`config.mk`:
```
export PLATFORM = sky130hd
export DESIGN_NAME = lstm_x_loader_flat
export DESIGN_NICKNAME = d
export VERILOG_FILES = /design/src/rtl/lstm_pkg.sv /design/src/rtl/lstm_x_loader_if.sv /design/src/rtl/lstm_xload_bank_ctrl.sv /design/src/rtl/lstm_x_loader.sv /design/src/flat_wrapper.sv
export SDC_FILE = /design/constraint.sdc
export NUM_CORES = 1
export LEC_CHECK = 0
export ABC_AREA = 1
export CAP_MARGIN = 20
export CORE_UTILIZATION = 46
export DETAILED_ROUTE_END_ITERATION = 10
export PLACE_DENSITY = 0.85
export SLEW_MARGIN = 20
export SYNTH_ARGS = -nofsm -noshare
export SYNTH_HDL_FRONTEND = slang
export SYNTH_HIERARCHICAL = 1
export SYNTH_SLANG_ARGS = --single-unit
```
`constraint.sdc`:
```
create_clock -name clk -period 2.02 [get_ports clk]
set_input_delay 0.404 -clock clk [delete_from_list [all_inputs] [get_ports clk]]
set_output_delay 0.404 -clock clk [all_outputs]
set_load 0.01 [all_outputs]
```
`src/rtl/lstm_pkg.sv`:
```
// Shared definitions for the LSTM x-memory loader: FSM state encoding and frame sizing.
package lstm_pkg;

  typedef enum logic [1:0] {
    XL_IDLE  = 2'd0,
    XL_LOAD  = 2'd1,
    XL_DRAIN = 2'd2,
    XL_WAIT  = 2'd3
  } xl_state_e;

  function automatic int frame_len(input int timestep, input int features);
    return timestep * features;
  endfunction

endpackage

```
`src/rtl/lstm_x_loader_if.sv`:
```
// Stream, x-memory write and frame-handshake signals of lstm_x_loader.
// LSTM_XLOAD_STATS_EN adds the frame_cnt/drop_cnt statistics outputs.
interface lstm_x_loader_if #(
  parameter int WIDTH      = 32,
  parameter int ADDR_WIDTH = 12
);
  logic [WIDTH-1:0]      s_data;
  logic                  s_valid;
  logic                  s_last;
  logic                  s_ready;
  logic                  wr_x1;
  logic [ADDR_WIDTH-1:0] wr_addr_x1;
  logic [WIDTH-1:0]      wr_data_x1;
  logic                  frame_valid;
  logic                  rd_bank;
  logic                  frame_done;
  logic                  err_frame;
`ifdef LSTM_XLOAD_STATS_EN
  logic [15:0]           frame_cnt;
  logic [7:0]            drop_cnt;
`endif

  // Loader side: sink of the sample stream, source of memory writes and frame status.
  modport slave (
    input  s_data, s_valid, s_last, frame_done,
    output s_ready, wr_x1, wr_addr_x1, wr_data_x1, frame_valid, rd_bank, err_frame
`ifdef LSTM_XLOAD_STATS_EN
    , output frame_cnt, drop_cnt
`endif
  );

  modport master (
    output s_data, s_valid, s_last, frame_done,
    input  s_ready, wr_x1, wr_addr_x1, wr_data_x1, frame_valid, rd_bank, err_frame
`ifdef LSTM_XLOAD_STATS_EN
    , input frame_cnt, drop_cnt
`endif
  );

endinterface

```
`src/rtl/lstm_xload_bank_ctrl.sv`:
```
// Ping-pong bank bookkeeping: which bank is written, which is read, and which hold full frames.
module lstm_xload_bank_ctrl (
  input  logic       clk,
  input  logic       rst,
  input  logic       complete_i,
  input  logic       done_i,
  output logic       wb_o,
  output logic       rd_bank_o,
  output logic [1:0] full_o,
  output logic       done_ok_o
);

  logic [1:0] full_q, full_d;
  logic       wb_q, wb_d;
  logic       rd_q, rd_d;

  // frame_done only counts while the read bank actually holds a frame.
  assign done_ok_o = done_i && full_q[rd_q];

  always_comb begin
    full_d = full_q;
    wb_d   = wb_q;
    rd_d   = rd_q;
    if (complete_i) begin
      full_d[wb_q] = 1'b1;
      wb_d         = ~wb_q;
    end
    if (done_ok_o) begin
      full_d[rd_q] = 1'b0;
      rd_d         = ~rd_q;
    end
  end

  always_ff @(posedge clk or negedge rst) begin
    if (!rst) begin
      full_q <= 2'b00;
      wb_q   <= 1'b0;
      rd_q   <= 1'b0;
    end else begin
      full_q <= full_d;
      wb_q   <= wb_d;
      rd_q   <= rd_d;
    end
  end

  assign wb_o      = wb_q;
  assign rd_bank_o = rd_q;
  assign full_o    = full_q;

endmodule

```
`src/rtl/lstm_x_loader.sv`:
```
// Loads TIMESTEP x LAYR1_INPUT word samples into the ping-pong layer-1 x memory.
// Define LSTM_XLOAD_STATS_EN to add saturating frame_cnt/drop_cnt outputs.
module lstm_x_loader
  import lstm_pkg::*;
#(
  parameter int WIDTH       = 32,
  parameter int ADDR_WIDTH  = 12,
  parameter int TIMESTEP    = 7,
  parameter int LAYR1_INPUT = 53,
  parameter int BANK_OFFSET = 512
) (
  input  logic          clk,
  input  logic          rst,
  lstm_x_loader_if.slave bus
);

  localparam int                    FRAME_LEN  = frame_len(TIMESTEP, LAYR1_INPUT);
  localparam int                    CNT_W      = $clog2(FRAME_LEN);
  localparam logic [CNT_W-1:0]      CNT_LAST   = CNT_W'(FRAME_LEN - 1);
  localparam logic [ADDR_WIDTH-1:0] BANK1_BASE = ADDR_WIDTH'(BANK_OFFSET);

  xl_state_e             state_q, state_d;
  logic [CNT_W-1:0]      cnt_q, cnt_d;
  logic                  wr_q, wr_d;
  logic [ADDR_WIDTH-1:0] addr_q, addr_d;
  logic [WIDTH-1:0]      data_q, data_d;
  logic                  err_q, err_d;
  logic                  complete, drop;
  logic                  wb, rd_bank, done_ok;
  logic [1:0]            bank_full;
  logic                  s_ready, accept, next_busy;

  lstm_xload_bank_ctrl u_bank (
    .clk        (clk),
    .rst        (rst),
    .complete_i (complete),
    .done_i     (bus.frame_done),
    .wb_o       (wb),
    .rd_bank_o  (rd_bank),
    .full_o     (bank_full),
    .done_ok_o  (done_ok)
  );

  assign s_ready = (state_q == XL_DRAIN) || ((state_q == XL_LOAD) && !bank_full[wb]);
  assign accept  = bus.s_valid && s_ready;
  // Bank we switch to on completion, accounting for a release of it in the same cycle.
  assign next_busy = bank_full[~wb] && !(done_ok && (rd_bank != wb));

  always_comb begin
    state_d  = state_q;
    cnt_d    = cnt_q;
    wr_d     = 1'b0;
    addr_d   = addr_q;
    data_d   = data_q;
    err_d    = err_q;
    complete = 1'b0;
    drop     = 1'b0;
    case (state_q)
      XL_IDLE: state_d = XL_LOAD;
      XL_LOAD: begin
        if (accept) begin
          wr_d   = 1'b1;
          addr_d = (wb ? BANK1_BASE : '0) + ADDR_WIDTH'(cnt_q);
          data_d = bus.s_data;
          cnt_d  = '0;
          if (cnt_q == CNT_LAST) begin
            if (bus.s_last) begin
              complete = 1'b1;
              state_d  = next_busy ? XL_WAIT : XL_LOAD;
            end else begin
              drop    = 1'b1;
              err_d   = 1'b1;
              state_d = XL_DRAIN;
            end
          end else if (bus.s_last) begin
            drop  = 1'b1;
            err_d = 1'b1;
          end else begin
            cnt_d = cnt_q + 1'b1;
          end
        end
      end
      XL_DRAIN: begin
        if (accept && bus.s_last) begin
          state_d = XL_LOAD;
          cnt_d   = '0;
        end
      end
      XL_WAIT: begin
        if (!bank_full[wb]) state_d = XL_LOAD;
      end
      default: state_d = XL_IDLE;
    endcase
  end

  always_ff @(posedge clk or negedge rst) begin
    if (!rst) begin
      state_q <= XL_IDLE;
      cnt_q   <= '0;
      wr_q    <= 1'b0;
      addr_q  <= '0;
      data_q  <= '0;
      err_q   <= 1'b0;
    end else begin
      state_q <= state_d;
      cnt_q   <= cnt_d;
      wr_q    <= wr_d;
      addr_q  <= addr_d;
      data_q  <= data_d;
      err_q   <= err_d;
    end
  end

  assign bus.s_ready     = s_ready;
  assign bus.wr_x1       = wr_q;
  assign bus.wr_addr_x1  = addr_q;
  assign bus.wr_data_x1  = data_q;
  assign bus.frame_valid = bank_full[rd_bank];
  assign bus.rd_bank     = rd_bank;
  assign bus.err_frame   = err_q;

`ifdef LSTM_XLOAD_STATS_EN
  logic [15:0] frame_cnt_q;
  logic [7:0]  drop_cnt_q;

  always_ff @(posedge clk or negedge rst) begin
    if (!rst) begin
      frame_cnt_q <= '0;
      drop_cnt_q  <= '0;
    end else begin
      if (complete && (frame_cnt_q != '1)) frame_cnt_q <= frame_cnt_q + 16'd1;
      if (drop && (drop_cnt_q != '1))      drop_cnt_q  <= drop_cnt_q + 8'd1;
    end
  end

  assign bus.frame_cnt = frame_cnt_q;
  assign bus.drop_cnt  = drop_cnt_q;
`endif

endmodule

```
`src/flat_wrapper.sv`:
```
// flat-port wrapper written by rule: the top's interface ports become plain ports
module lstm_x_loader_flat import lstm_pkg::*;
#(
  parameter int WIDTH       = 32,
  parameter int ADDR_WIDTH  = 12,
  parameter int TIMESTEP    = 7,
  parameter int LAYR1_INPUT = 53,
  parameter int BANK_OFFSET = 512
)
  (clk, rst, bus_s_data, bus_s_valid, bus_s_last, bus_frame_done, bus_s_ready, bus_wr_x1, bus_wr_addr_x1, bus_wr_data_x1, bus_frame_valid, bus_rd_bank, bus_err_frame);
  lstm_x_loader_if #(.WIDTH(WIDTH), .ADDR_WIDTH(ADDR_WIDTH)) bus_i ();
  input  logic clk;
  input  logic rst;
  input wire logic [$bits(bus_i.s_data)-1:0] bus_s_data;
  input wire logic [$bits(bus_i.s_valid)-1:0] bus_s_valid;
  input wire logic [$bits(bus_i.s_last)-1:0] bus_s_last;
  input wire logic [$bits(bus_i.frame_done)-1:0] bus_frame_done;
  output wire logic [$bits(bus_i.s_ready)-1:0] bus_s_ready;
  output wire logic [$bits(bus_i.wr_x1)-1:0] bus_wr_x1;
  output wire logic [$bits(bus_i.wr_addr_x1)-1:0] bus_wr_addr_x1;
  output wire logic [$bits(bus_i.wr_data_x1)-1:0] bus_wr_data_x1;
  output wire logic [$bits(bus_i.frame_valid)-1:0] bus_frame_valid;
  output wire logic [$bits(bus_i.rd_bank)-1:0] bus_rd_bank;
  output wire logic [$bits(bus_i.err_frame)-1:0] bus_err_frame;
  assign bus_i.s_data = bus_s_data;
  assign bus_i.s_valid = bus_s_valid;
  assign bus_i.s_last = bus_s_last;
  assign bus_i.frame_done = bus_frame_done;
  assign bus_s_ready = bus_i.s_ready;
  assign bus_wr_x1 = bus_i.wr_x1;
  assign bus_wr_addr_x1 = bus_i.wr_addr_x1;
  assign bus_wr_data_x1 = bus_i.wr_data_x1;
  assign bus_frame_valid = bus_i.frame_valid;
  assign bus_rd_bank = bus_i.rd_bank;
  assign bus_err_frame = bus_i.err_frame;
  lstm_x_loader #(.WIDTH(WIDTH), .ADDR_WIDTH(ADDR_WIDTH), .TIMESTEP(TIMESTEP), .LAYR1_INPUT(LAYR1_INPUT), .BANK_OFFSET(BANK_OFFSET)) u_core (.clk(clk), .rst(rst), .bus(bus_i));
endmodule
```
# Word level (Yosys, flattened, before mapping)
# Cells that the tools add are included.
[classes]
add_sub_neg = 2
order_cmp = 5
n_eq_ne = 10
muxes = 34
bitwise = 5
reduce_logical = 18
[op_table]
columns = ["op", "n"]
rows = [
  ["two-way mux 9 bit", 4],
  ["one-hot mux 9 bit (2 select lines)", 1],
  ["two-way mux 1 bit", 17],
  ["two-way mux 2 bit", 8],
  ["adder 12 x 9 -> 12 bit", 1],
  ["two-way mux 10 bit", 1],
  ["adder 9 x 1 -> 9 bit, second input constant", 1],
  ["equality test 9 bit, second input constant", 1],
  ["logical AND 1 bit", 8],
  ["inequality test 2 bit, second input constant", 4],
  ["one-hot mux 2 bit (4 select lines)", 1],
  ["AND reduction 4 bit", 2],
  ["< comparator 1 x 2 -> 1 bit, second input constant", 3],
  ["equality test 2 bit, second input constant", 2],
  ["nonzero test 2 bit", 2],
  ["AND reduction 3 bit", 1],
  ["AND 2 bit", 1],
  ["demux 1 bit (select 1 bit)", 2],
  ["equality test 2 x 1 -> 1 bit, second input constant", 1],
  [">= comparator 1 bit, second input constant", 2],
  ["zero test 1 bit", 2],
  ["zero test 2 bit", 1],
  ["inequality test 2 x 1 -> 1 bit, second input constant", 1],
  ["NOT 1 bit", 2],
  ["other kinds (5)", 5],
]
[totals]
regBits = 61
inputBits = 37
out_inout_bits = 49
word_cells = 83

# Depth between registers and ports, before layout
[logic_depth]
ltp_word = 11
ltp_mapped = 13
ltp_nobuf = 13

# Cells and area by module
# The synthesis kept the hierarchy.
[modules_own_cells]
columns = ["mod", "n_inst", "cells_each", "area_each_um2", "seq_area_each_um2"]
rows = [
  ["lstm_x_loader", 1, 323, 2531.2, 1376.3],
  ["lstm_xload_bank_ctrl", 1, 24, 193.9, 100.1],
]

# Worst setup path before layout
# No wires, ideal clock.
[synth_timing]
path_kind = "register to register"
startpoint = "register u_core.cnt_q[0]"
endpoint = "register u_core.u_bank.full_q[0] (netlist: u_core/u_bank/full_o[0])"
setup_time_ns = 0.063
t_arrival_ns = 1.672
required_time_ns = 1.957
path_slack_ns = 0.286
stages_incl_launch_ff = 14
n_path_buf = 0
synth_period_minus_slack_ns = 1.734
path_cell_list = "dfrtp_1 > inv_1 > ha_1 > nand2_1 > nor3_1 > nand2_1 > inv_1 > ha_1 > inv_1 > nor2_1 > inv_1 > o21ai_0 > nand2_1 > inv_1"
[synth_via]
elab_chain_cells = 7
[synth_lines]
columns = ["element", "line", "text"]
rows = [
  ["from (decl)", "lstm_x_loader.sv:23", "logic [CNT_W-1:0] cnt_q, cnt_d;"],
  ["from (signal assigned)", "lstm_x_loader.sv:106", "cnt_q <= cnt_d;"],
  ["equality test 9 bit *", "lstm_x_loader.sv:66", "if (cnt_q == CNT_LAST) begin"],
  ["two-way mux 1 bit *", "lstm_x_loader.sv:66", ""],
  ["two-way mux 1 bit *", "lstm_x_loader.sv:61", "if (accept) begin"],
  ["two-way mux 1 bit *", "lstm_x_loader.sv:58", "case (state_q)"],
  ["named net u_core.complete", "lstm_x_loader.sv:28", "logic complete, drop;"],
  ["two-way mux 2 bit *", "lstm_xload_bank_ctrl.sv:24", "if (complete_i) begin"],
  ["AND 2 bit (no source line)", "--", ""],
  ["two-way mux 2 bit *", "lstm_xload_bank_ctrl.sv:28", "if (done_ok_o) begin"],
  ["named net u_core.u_bank.full_d[0]", "lstm_xload_bank_ctrl.sv:13", "logic [1:0] full_q, full_d;"],
  ["to (signal assigned)", "lstm_xload_bank_ctrl.sv:40", "full_q <= full_d;"],
  ["to (decl)", "lstm_xload_bank_ctrl.sv:13", ""],
]
# Mark *: on every way through the listed nets, which the timed path passes. The rest lies on a longest branch.
# A chain may end at the register's enable or synchronous reset.

# Final worst setup path
[layout_timing]
startpoint = "register u_core.u_bank.full_q[0] (netlist: u_core/u_bank/full_o[0])"
endpoint = "output port bus_frame_valid"
[layout_via]
elab_chain_cells = 2
[layout_lines]
columns = ["element", "line", "text"]
rows = [
  ["two-way mux 1 bit (not written as such) (2 in series)", "lstm_x_loader.sv:118", "assign bus.frame_valid = bank_full[rd_bank];"],
  ["to (decl)", "flat_wrapper.sv:22", "output wire logic [$bits(bus_i.frame_valid)-1:0] bus_frame_valid;"],
]
# Every way passes these cells. The select of a mux whose other input is x is not followed.

==> run metrics <==
largest net degree at the start of global routing=39; dpl hpwl=between 4 and 5 mm; slowest stage delay, CP=0.55 ns; area of the core=0.00561 mm2; dominant cell type by area after synthesis=dfrtp_1; Clk pin slew, worst setup/hold paths=approximately 0.07 ns; Hold Crit Class=in2async; Port Buffers=83; dominant synthesized flop cell=dfrtp_1; hold_ws=0.0417 ns; Cells after Synth=347; Initial DRT Pass Iterations=4; Post-route DRC=0; Congestion Overflow GR=0; most instantiated library cell after synthesis=nand2_1; Worst Tran Pin Value=0.520 ns; largest family of logic cells by synthesized area=simple AND/OR/NAND/NOR gates; setup TNS=0 ns; drt initial violations=roughly 190; root buf cell=clkbuf_8; ant diodes=0; post-synthesis simple-gate area fraction=0.331; Final Instance Area=0.00389 mm2; worst path buffer plus inverter count=2; pwr dens=1140 mW/mm2; Finished Core Util=0.695; Final WS setup=about 0.10 ns; Die Ht=79.0 um; total power=4.43 mW; Final Hold Fails=0; Skew-Pair Late Insertion Delay=0.33 ns; number of global-route vias before repair=2426; Crit path max-delay family=buffers and inverters; num ports=between 80 and 90; critical path type=reg2out; Non-Filler Instances=515; drt total wl=approximately 7 mm; Highest Clock Rate=between 0.5 and 0.6 GHz; first-pass GRT wire length=11.2 mm; initial antenna violation count=0; # nets final=around 480; top cell type's share of synthesized area=0.542; Ys Warns=6; clock skew=0.00772 ns; Synth async-reset ratio=1.00; worst path cell trace=inv_1 > o21ai_0 > clkdlybuf4s50_1; crit path max fanout=5; Post-Synth XOR/XNOR Area=0.00643; die width=about 79 um; post-synthesis compound-gate area fraction=0.0335; Worst Path Required=1.62 ns; leakage power=1.97 nW; total CTS buffers=9; startpoint class of the critical path=flip-flop; Worst IR Drop VDD=about 0.77 mV; Synth area leaders=dfrtp_1, nand2_1, inv_1; Critical-path top delay cell=clkdlybuf4s50_1; Arrival @ worst endpoint=1.51 ns; Antenna Nets Post-Route=0; Worst setup EP type=output port; status=completed; Slew headroom=0.653; Max Cap Viol=0; register area share after synthesis=0.542; fill cell count=476; Post-Syn Area per Cell=7.85 um2; count of cell types in the netlist=27; share of cells above drive strength 1=0.102; Final Max Slew Viols=0; Post-Synth Adder-Cell Area=0.0138; TritonCTS clock tree=yes; EDFF count, synth=0; Finish-stage setup viols=0; P&R area growth vs syn=42.9%; Clock Sinks=59; routed length per instance=about 13 um; CTS hold repair buffers=0; Initial Utilization=0.486; Total GRT Usage=0.237; Post-synth top cells=nand2_1, dfrtp_1, inv_1; post-synthesis mux area share=0; Post-Place Worst Slack=0.0766 ns; Post-DP Area=0.00365 mm2; period utilization=0.949; die area=0.00624 mm2; Mapped Area=0.00273 mm2; Synth Register Bits=59; Vias/cell=~4.8; H-tree depth=3; Cell Rows=27; min cycle time layout=~1.9 ns; Inst Count DP=roughly 500; Via Count=2475; Longest Clk Path Bufs=2; GP Congestion=0.852
[worst reg2reg max path: stages (launching register included)]
cell,delay (ns)
dfrtp_1,0.41
inv_1,0.12
ha_1,0.16
nand2_1,0.06
nor3_2,0.14
nand2_1,0.14
inv_1,0.11
ha_1,0.15
inv_1,0.05
nor2_2,0.15
inv_1,0.05
o21ai_0,0.14
nand2_1,0.07
inv_1,0.05
[path summary, 6_finish.rpt]
kind	slack [ns]	depth (start not counted)	endpoint	from
min in group clk	0.48	2	u_core/bus.wr_data_x1[24]	u_core/bus.wr_data_x1[24]
hold reg to reg	0.48	2	u_core/bus.wr_data_x1[24]	u_core/bus.wr_data_x1[24]
max in group asynchronous	1.38	2	u_core/state_q[1]	rst
setup reg to reg	0.17	13	u_core/u_bank/full_o[0]	u_core/cnt_q[0]
hold / removal	0.04	1	u_core/bus.wr_data_x1[15]	rst
setup / recovery	0.10	3	bus_frame_valid	u_core/u_bank/full_o[0]
[area by class of cell]
class                   instances  area, um2  area share
flip-flops and latches         59       1480       0.379
multi-input cells             242       1070       0.274
repair buffers                 91        910       0.234
clock buffers                  12        145      0.0373
inverters                      35        131      0.0337
well taps                      72       90.1      0.0231
clock inverters                 4       73.8      0.0190
[power by group]
group          internal [mW]  switching (mW)
logic                  0.784           0.758
clock network          0.729           0.456
registers               1.49           0.208
[logic make-up after synthesis]
family | after synthesis
xor+xnor | 2
flops | 59
compound gates | 17
other cells | 1
buf+inv | 47
simple gates | 218
fa+ha+maj | 3
[registers in the layout (all words and copies together), names as in the netlist]
name                     cells
u_core/cnt_q                 9
u_core/bus.wr_x1             1
u_core/bus.wr_addr_x1       10
u_core/state_q               2
u_core/u_bank/full_o         2
u_core/bus.err_frame         1
u_core/u_bank/wb_o           1
u_core/u_bank/rd_bank_o      1
u_core/bus.wr_data_x1       32
[repair_timing]
item	4_1_cts	5_1_grt
pin swaps	0	1
setup buffers	0	2
setup endpoints to repair	1	3
resized for setup	3	2
gates cloned	0	0
[per-layer routing]
layer / vias up / GRT usage / part of all wire
met2: 78 / 0.408 / 0.51
li1: 1231 / - / -
met1: 1155 / 0.276 / 0.42
met4: 0 / 0.0982 / 0.016
met5: - / 0 / 0
met3: 11 / 0.0655 / 0.057
[placed cells by master, fill, tap and decap left out, drive strengths merged]
| cell | n |
|---|---|
| o21ai | 15 |
| ha | 3 |
| nor2 | 16 |
| bufinv | 2 |
| nand3 | 20 |
| nand2 | 175 |
| buf | 9 |
| a21o | 1 |
| clkbuf | 12 |
| xor2 | 1 |
| or2 | 1 |
| nand4 | 4 |
| dlygate4sd2 | 1 |
| nor3 | 2 |
| clkdlybuf4s50 | 81 |
| dfrtp | 59 |
| xnor2 | 1 |
| conb | 2 |
| clkinv | 2 |
| inv | 35 |
| a21oi | 1 |
Note: power is estimated with default switching activity, not from simulation.
